==> src/rtl/muldiv_pkg.sv <==
// muldiv_pkg: shared constants, op encodings and FSM states for the multiply/divide unit
package muldiv_pkg;
    localparam int DEF_WIDTH = 32;
    localparam logic [1:0] OP_MULT  = 2'b00;
    localparam logic [1:0] OP_MULTU = 2'b01;
    localparam logic [1:0] OP_DIV   = 2'b10;
    localparam logic [1:0] OP_DIVU  = 2'b11;
    typedef enum logic [1:0] {IDLE, RUN, FIX, DONE} state_e;
endpackage

==> src/rtl/muldiv_datapath.sv <==
// muldiv_datapath: operand magnitudes, radix-2 shift-add / restoring-divide step and sign fix
module muldiv_datapath import muldiv_pkg::*; #(
    parameter int WIDTH = DEF_WIDTH
) (
    input  logic             clock,
    input  logic             reset,
    input  logic             load,
    input  logic             step,
    input  logic [1:0]       op,
    input  logic [WIDTH-1:0] opA,
    input  logic [WIDTH-1:0] opB,
    output logic [WIDTH-1:0] res_hi,
    output logic [WIDTH-1:0] res_lo
);
    logic [WIDTH-1:0]   a;
    logic [2*WIDTH-1:0] acc, prod;
    logic               is_div, neg_q, neg_r, sa, sb, ge;
    logic [WIDTH-1:0]   mag_a, mag_b;
    logic [WIDTH:0]     sum, trial;

    // operand magnitudes/signs at launch and one iteration of the selected algorithm
    always_comb begin
        sa     = !op[0] && opA[WIDTH-1];
        sb     = !op[0] && opB[WIDTH-1];
        mag_a  = sa ? -opA : opA;
        mag_b  = sb ? -opB : opB;
        sum    = {1'b0, acc[2*WIDTH-1:WIDTH]} + (acc[0] ? {1'b0, a} : '0);
        trial  = acc[2*WIDTH-1:WIDTH-1] - {1'b0, a};
        ge     = !trial[WIDTH];
        prod   = neg_q ? -acc : acc;
        res_hi = is_div ? (neg_r ? -acc[2*WIDTH-1:WIDTH] : acc[2*WIDTH-1:WIDTH]) : prod[2*WIDTH-1:WIDTH];
        res_lo = is_div ? (neg_q ? -acc[WIDTH-1:0] : acc[WIDTH-1:0]) : prod[WIDTH-1:0];
    end

    // working registers: acc holds {partial product, multiplier} or {remainder, dividend/quotient}
    always_ff @(posedge clock or negedge reset) begin
        if (!reset) begin
            a      <= '0;
            acc    <= '0;
            is_div <= 1'b0;
            neg_q  <= 1'b0;
            neg_r  <= 1'b0;
        end else if (load) begin
            a      <= op[1] ? mag_b : mag_a;
            acc    <= {{WIDTH{1'b0}}, op[1] ? mag_a : mag_b};
            is_div <= op[1];
            neg_q  <= sa ^ sb;
            neg_r  <= sa;
        end else if (step) begin
            acc <= is_div ? (ge ? {trial[WIDTH-1:0], acc[WIDTH-2:0], 1'b1} : {acc[2*WIDTH-2:0], 1'b0})
                          : {sum, acc[WIDTH-1:1]};
        end
    end
endmodule

==> src/rtl/muldiv_unit.sv <==
// muldiv_unit: iterative MIPS MULT/MULTU/DIV/DIVU with HI/LO registers and MTHI/MTLO
module muldiv_unit import muldiv_pkg::*; #(
    parameter int WIDTH = DEF_WIDTH
) (
    input  logic             clock,
    input  logic             reset,
    input  logic             start,
    input  logic [1:0]       op,
    input  logic [WIDTH-1:0] opA,
    input  logic [WIDTH-1:0] opB,
    input  logic             mt_hi,
    input  logic             mt_lo,
    output logic             busy,
    output logic             done,
    output logic             div_zero,
    output logic [WIDTH-1:0] hi,
    output logic [WIDTH-1:0] lo
);
    localparam int CW = $clog2(WIDTH);

    state_e           state, state_n;
    logic [CW-1:0]    cnt;
    logic [WIDTH-1:0] res_hi, res_lo;
    logic             go, dz, load;

    muldiv_datapath #(.WIDTH(WIDTH)) u_dp (
        .clock  (clock),
        .reset  (reset),
        .load   (load),
        .step   (state == RUN),
        .op     (op),
        .opA    (opA),
        .opB    (opB),
        .res_hi (res_hi),
        .res_lo (res_lo)
    );

    // launch decode and next-state: divide by zero skips straight to DONE
    always_comb begin
        go      = state == IDLE && start;
        dz      = go && op[1] && opB == '0;
        load    = go && !dz;
        state_n = state;
        case (state)
            IDLE:    state_n = dz ? DONE : go ? RUN : IDLE;
            RUN:     state_n = cnt == CW'(WIDTH-1) ? FIX : RUN;
            FIX:     state_n = DONE;
            default: state_n = IDLE;
        endcase
    end

    // state, iteration counter, handshake flags and HI/LO (start beats mt_*; mt_* only in IDLE)
    always_ff @(posedge clock or negedge reset) begin
        if (!reset) begin
            state    <= IDLE;
            cnt      <= '0;
            busy     <= 1'b0;
            done     <= 1'b0;
            div_zero <= 1'b0;
            hi       <= '0;
            lo       <= '0;
        end else begin
            state <= state_n;
            cnt   <= load ? '0 : state == RUN ? cnt + 1'b1 : cnt;
            busy  <= state_n == RUN || state_n == FIX;
            done  <= state_n == DONE;
            if (go) div_zero <= dz;
            hi <= state == FIX ? res_hi : (state == IDLE && !start && mt_hi) ? opA : hi;
            lo <= state == FIX ? res_lo : (state == IDLE && !start && mt_lo) ? opA : lo;
        end
    end
endmodule
==> config.mk <==
export PLATFORM = sky130hd
export DESIGN_NAME = muldiv_unit
export DESIGN_NICKNAME = d
export VERILOG_FILES = /design/src/rtl/muldiv_pkg.sv /design/src/rtl/muldiv_datapath.sv /design/src/rtl/muldiv_unit.sv
export SDC_FILE = /design/constraint.sdc
export NUM_CORES = 1
export LEC_CHECK = 0
export ABC_AREA = 1
export ABC_CLOCK_PERIOD_IN_PS = 3600
export BUFFER_PORTS_ARGS = -buffer_cell sky130_fd_sc_hd__buf_2
export CAP_MARGIN = 30
export CELL_PAD_IN_SITES_DETAIL_PLACEMENT = 0
export CELL_PAD_IN_SITES_GLOBAL_PLACEMENT = 2
export CORE_ASPECT_RATIO = 0.8
export CORE_UTILIZATION = 33
export CTS_CLUSTER_DIAMETER = 150
export DETAILED_ROUTE_END_ITERATION = 6
export GPL_TIMING_DRIVEN = 0
export PLACE_DENSITY = 0.91
export SLEW_MARGIN = 5
export SYNTH_ARGS = -nofsm -noshare
export SYNTH_HDL_FRONTEND = slang
export SYNTH_HIERARCHICAL = 1
export SYNTH_SLANG_ARGS = --single-unit
export TNS_END_PERCENT = 10
==> constraint.sdc <==
create_clock -name clock -period 3.6 [get_ports clock]
set_clock_uncertainty 0.1 [all_clocks]
set_input_delay 0.36 -clock clock [delete_from_list [all_inputs] [get_ports clock]]
set_output_delay 0.36 -clock clock [all_outputs]
set_load 0.02 [all_outputs]
# Word level (Yosys, flattened, before mapping)
# Index checks and enable logic that the tools add are counted.
[totals] reg_bits=173 output_inout_bits=67 wordCells=69
[op_classes] addsub=8 n_eq_ne=6 mux=24 bitwise_logic=1 reduce_logical=18
[ops] op="32-bit 2-to-1 mux" count=13
[ops] op="64-bit 2-to-1 mux" count=5
[ops] op="32-bit negation" count=4
[ops] op="64-bit negation" count=1
[ops] op="32-bit by 33-bit adder with 33-bit output" count=1
[ops] op="33-bit by 32-bit subtractor with 33-bit output" count=1
[ops] op="32-bit logical NOT" count=1
[ops] op="5-bit 2-to-1 mux" count=2
[ops] op="1-bit logical AND" count=9
[ops] op="2-bit equality test (second input constant)" count=3
[ops] op="2-bit case mux with 3 select lines" count=1
[ops] op="2-bit nonzero test" count=3
[ops] op="5-bit by 1-bit adder with 5-bit output (second input constant)" count=1
[ops] op="5-bit equality test (second input constant)" count=1
[ops] op="2-bit by 1-bit equality test with 1-bit output (second input constant)" count=2
[ops] op="2-bit 2-to-1 mux" count=2
[ops] op="1-bit logical NOT" count=3
[ops] op="2-bit logical NOT" count=1
[ops] op="1-bit logical OR" count=1
[ops] op="1-bit 2-to-1 mux" count=1
[ops] op="1-bit bitwise XOR" count=1

# Longest topological paths before layout
[depth] depth_word=8 depth_mapped=21

# Hierarchy
# The synthesis kept the hierarchy.
[modules_own_cells] mod="muldiv_datapath" instances=1 cells_each=2586 area_per_inst_um2=14403.8 seq_area_each_um2=2477.4
[modules_own_cells] mod="muldiv_unit" instances=1 cells_each=402 area_per_inst_um2=3514.6 seq_area_each_um2=1851.8

# Worst setup path after synthesis
# OpenSTA, ideal clock, no wires.
[synth_path] path_kind="register to register" startpoint="register u_dp.acc[0]" endpoint="register u_dp.acc[61]" setup_ps=117 t_arrival_ps=2366 required_ps=3383 slack_ps=1017 path_stages_with_launch=20 path_buffers=2 path_cell_list="dfrtp_1 -> buf_2 -> clkbuf_1 -> nand2_1 -> inv_1 -> ha_1 -> inv_1 -> fa_1 -> inv_1 -> nand3_1 -> nand2_1 -> nand2_1 -> nand2_1 -> nand3_1 -> nand2_1 -> nand3_1 -> nand3_1 -> nand3_1 -> nand3_1 -> nand2_1"
[synth_via] elab_chain_cells=5
[synth_rtl] item="start: declaration" line="muldiv_datapath.sv:16" rtl="logic [2*WIDTH-1:0] acc, prod;"
[synth_rtl] item="start signal: assignment" line="muldiv_datapath.sv:45" rtl="acc <= {{WIDTH{1'b0}}, op[1] ? mag_a : mag_b};"
[synth_rtl] item="start signal: assignment" line="muldiv_datapath.sv:50" rtl="acc <= is_div ? (ge ? {trial[WIDTH-1:0], acc[WIDTH-2:0], 1'b1} : {acc[2*WIDTH-2:0], 1'b0})"
[synth_rtl] item="32-bit 2-to-1 mux" line="muldiv_datapath.sv:27" rtl="sum = {1'b0, acc[2*WIDTH-1:WIDTH]} + (acc[0] ? {1'b0, a} : '0);"
[synth_rtl] item="32-bit by 33-bit adder with 33-bit output" line="muldiv_datapath.sv:27"
[synth_rtl] item="64-bit 2-to-1 mux" line="muldiv_datapath.sv:50"
[synth_rtl] item="64-bit 2-to-1 mux" line="muldiv_datapath.sv:49" rtl="end else if (step) begin"
[synth_rtl] item="64-bit 2-to-1 mux" line="muldiv_datapath.sv:43" rtl="end else if (load) begin"
# Every way passes these cells. The select of a mux whose other input is x is not followed.
# A chain may end at the register's enable or synchronous reset.

# Worst setup path after layout
[layout_path] startpoint="register state[0]" endpoint="register u_dp.acc[17]"
[layout_via] elab_chain_cells=7 word_cells_on_any_way=9
[layout_rtl] item="start: declaration" line="muldiv_unit.sv:21" rtl="state_e state, state_n;"
[layout_rtl] item="start signal: assignment" line="muldiv_unit.sv:63" rtl="state <= state_n;"
[layout_rtl] item="2-bit logical NOT (*)" line="muldiv_unit.sv:40" rtl="go = state == IDLE && start;"
[layout_rtl] item="1-bit logical AND (*)" line="muldiv_unit.sv:40"
[layout_rtl] item="1-bit logical AND (2 in series)" line="muldiv_unit.sv:41" rtl="dz = go && op[1] && opB == '0;"
[layout_rtl] item="1-bit logical NOT" line="muldiv_unit.sv:42" rtl="load = go && !dz;"
[layout_rtl] item="1-bit logical AND (*)" line="muldiv_unit.sv:42"
[layout_rtl] item="named net load" line="muldiv_unit.sv:24" rtl="logic go, dz, load;"
[layout_rtl] item="64-bit 2-to-1 mux or 2-bit nonzero test (tied branches)"
# Mark *: on every way through the listed nets, which the timed path passes. The rest lies on a longest branch.

==> metrics.md <==
| Metric | Value |
|---|---|
| Status | `completed` |
| Worst path bufs/invs | `5` |
| Max-slew violations | `0` |
| Syn Nets | `3132` |
| Initial DRC Count | `2622` |
| Max transition margin | `0.358` |
| EDFF count, synth | `0` |
| Number of I/O port buffers | `137` |
| Number of max-cap violations | `0` |
| Crit-path max FO | `10` |
| Min-Delay Path Class | `in -> reg` |
| Diodes inserted | `0` |
| Fin crit share | `0.973` |
| Pwr dens | `1150 mW/mm^2` |
| Setup violators final | `0` |
| Maximum clock rate | `286 MHz` |
| Avg Cell Area, Syn | `6.00 um^2` |
| Yosys reg bits | `173` |
| Overall Power | `0.0232 W` |
| M1 GR Usage | `0.492` |
| Largest net degree at the start of global routing | `96` |
| Total Routed Length | `87800 um` |
| Clk_lat worst skew | `0.48 ns` |
| Critical path, cell by cell | `nor3b_1 -> nand3_1 -> nor2_1 -> nor2_1 -> buf_2 -> clkinv_1 -> nor2_2 -> inv_1 -> clkbuf_1 -> o211ai_1 -> o21ai_1 -> inv_1` |
| Die Span Y | `210 um` |
| Crit Path Class | `reg -> reg` |
| Worst Reg-to-Reg Cells | `12` |
| Final Hold Fails | `0` |
| Main synth FF type | `dfrtp_1` |
| Met2 usage | `0.430` |
| Overall global routing resource usage | `0.312` |
| Netlist cell types | `51` |
| Core Region | `0.0530 mm^2` |
| Syn Inst Count | `2988` |
| Post-synth ARST share | `1.00` |
| DIE AREA | `0.0552 mm^2` |
| Clk slew on worst S/H paths | `0.09 ns` |
| H-Tree Depth | `4` |
| Critical Path AT | `3.82 ns` |
| Per-cell routed wire length | `22.8 um` |
| Startpoint types | `register` |
| Tmin final | `3.50 ns` |
| Ys Warns | `6` |
| Die width | `263 um` |
| Initial Util | `0.338` |
| Hold Path Depth | `3` |
| Post-synthesis sequential area ratio | `0.242` |
| Global-route wire length before repair | `126000 um` |
| Worst Path Required | `3.92 ns` |
| # IOs | `138` |
| CP endpoint kind | `register` |
| Final ANT Viol Nets | `0` |
| Initial antenna violation count | `0` |
| Met3 global-route usage | `0.0574` |
| Share of cells above drive strength 1 | `0.0839` |
| Root buffer cell | `clkbuf_16` |
| Worst-margin pin slew | `0.959 ns` |
| Drt first pass iters | `6` |
| Worst path slowest cell | `dfrtp_1` |
| Static leakage | `10.3 nW` |
| Critical Path Max Stage Delay | `0.58 ns` |
| Final WS setup | `0.0989 ns` |
| Max VDD drop | `397 uV` |
| CTS tree | `built` |
| Dpl ws | `-0.0559 ns` |
| Cts bufs inserted | `17` |
| Area Growth Syn to Fin | `12.5%` |
| Max clock buf depth | `2` |
| Top delay family on crit path | `buffers and inverters` |
| Via density | `5.48` |
| CTS Sinks | `173` |
| NumNets Final | `3290` |
| Grt total ovfl | `0` |
| DP HPWL | `75000 um` |
| Vias in the first global route | `19000` |
| Synthesized area | `0.0179 mm^2` |
| Fillers | `5902` |
| GPL Wtd Cong | `0.992` |
| GR peak layer | `met1` |
| Number of cells on the critical path | `12` |
| Setup Fix Bufs, Post-CTS | `0` |
| RSZ-0062 raised after global routing | `true` |
| # DRC | `0` |
| Vias | `21100` |
| Num rows | `75` |
[path summary, 6_finish.rpt]
check	from	endpoint	slack [ns]
worst max-delay path	state[0]$_DFF_PN0_	u_dp/acc[17]$_DFFE_PN0P_	0.1
worst min-delay path	opA[0]	hi[0]$_DFFE_PN0P_	0.17
worst max register to register	state[0]$_DFF_PN0_	u_dp/acc[17]$_DFFE_PN0P_	0.1
worst min register to register	div_zero$_DFFE_PN0N_	div_zero$_DFFE_PN0N_	0.42
max in group asynchronous	reset	lo[19]$_DFFE_PN0P_	2.06
min in group asynchronous	reset	u_dp/a[27]$_DFFE_PN0P_	0.33
[stage by stage]
| stage | cell area, um^2 | setup TNS [ns] | hold slack, ns | cells | util |
|---|---|---|---|---|---|
| after floorplan | 17900 | 0 | -0.0356 | 2988 | - |
| after global placement | 19500 | -160.26 | 0.388 | 3818 | 0.367 |
| after detailed placement | 19500 | -0.110 | 0.299 | 3819 | 0.368 |
| after CTS | 20100 | 0 | 0.131 | 3852 | 0.380 |
| after global routing | 20200 | -0.103 | 0.149 | 3852 | 0.380 |
| final | 20200 | 0 | 0.166 | 3852 | 0.380 |
[power by group]
| part | switching [W] | leakage (nW) | internal [W] |
|---|---|---|---|
| Sequential | 0.00179 | 2.03 | 0.00293 |
| Clock | 0.00102 | 0.301 | 0.000956 |
| Combinational | 0.0114 | 7.96 | 0.00512 |
| Total | 0.0142 | 10.3 | 0.00900 |
[worst min-delay path: stages]
cell     delay (ns)
buf_2          0.14
nand2_1        0.13
a31oi_1        0.09
[flip-flops by register name (all words and copies together), names as in the netlist]
| register | count |
|---|---|
| busy | 1 |
| cnt | 5 |
| div_zero | 1 |
| done | 1 |
| hi | 32 |
| lo | 32 |
| state | 2 |
| u_dp/a | 32 |
| u_dp/acc | 64 |
| u_dp/is_div | 1 |
| u_dp/neg_q | 1 |
| u_dp/neg_r | 1 |
[routing by layer]
| layer | wire length (um) | vias up |
|---|---|---|
| li1 | - | 9947 |
| met1 | 43300 | 10100 |
| met2 | 34600 | 999 |
| met3 | 8440 | 70 |
| met4 | 1420 | 0 |
| met5 | 0 | - |
[repair_timing]
action | in CTS | in global routing
cloned | 0 | 0
endpoints found under the hold margin | 78 | 0
hold buffers | 1 | 0
resized for setup | 2 | 9
setup endpoints to repair | 2 | 16
[cell type report]
type | instances | area, um^2 | area share
buffer | 106 | 531 | 0.0263
clock buffer | 17 | 425 | 0.0211
clock inverter | 15 | 199 | 0.00987
inverter | 427 | 1600 | 0.0795
multi-input combinational | 2282 | 11500 | 0.569
sequential | 173 | 4330 | 0.215
tap | 693 | 867 | 0.0430
timing repair buffer | 139 | 733 | 0.0364
[Yosys cell counts, drive strengths merged, types with 3 or more instances]
| cell | count | share of area |
|---|---|---|
| a21oi | 122 | 0.034 |
| clkbuf | 55 | 0.012 |
| a22oi | 10 | 0.0042 |
| and2 | 3 | 0.0010 |
| o31ai | 3 | 0.0013 |
| o21ai | 157 | 0.045 |
| buf | 51 | 0.018 |
| nand3 | 280 | 0.079 |
| o221ai | 18 | 0.0088 |
| o22ai | 12 | 0.0042 |
| nand3b | 13 | 0.0054 |
| nor4 | 7 | 0.0024 |
| a31oi | 66 | 0.023 |
| a21o | 6 | 0.0025 |
| nand2 | 903 | 0.19 |
| ha | 71 | 0.050 |
| or2 | 16 | 0.0056 |
| o21a | 3 | 0.0013 |
| o21bai | 9 | 0.0038 |
| nand4 | 32 | 0.011 |
| nor2 | 348 | 0.074 |
| dfrtp | 173 | 0.24 |
| o211ai | 21 | 0.0088 |
| xor2 | 101 | 0.049 |
| a221oi | 6 | 0.0029 |
| nor3 | 39 | 0.012 |
| inv | 426 | 0.089 |
| xnor2 | 27 | 0.013 |
[layout by cell type, fill, tap and decap left out, types with 17 or more instances in the layout]
master and n:
nand2_1 890, inv_1 424, nor2_1 341, nand3_1 278, dfrtp_1 173, buf_2 167
o21ai_0 140, a21oi_1 121, xor2_1 101, ha_1 71, a31oi_1 66, clkbuf_1 51
nor3_1 37, nand4_1 32, xnor2_1 27, o211ai_1 21, o221ai_1 18, clkbuf_16 17
[logic make-up (layout without fill, tap and decap cells)]
family | after synthesis | count (layout) | share of synthesized area
DFF | 173 | 173 | 0.242
adders and majority gates | 73 | 73 | 0.0518
and+or+nand+nor | 1642 | 1642 | 0.383
xor gates and xnor gates | 128 | 128 | 0.0626
buffers and inverters | 533 | 704 | 0.119
AOI/OAI and AO/OA | 439 | 439 | 0.143
(Power assumes the default switching activity.)
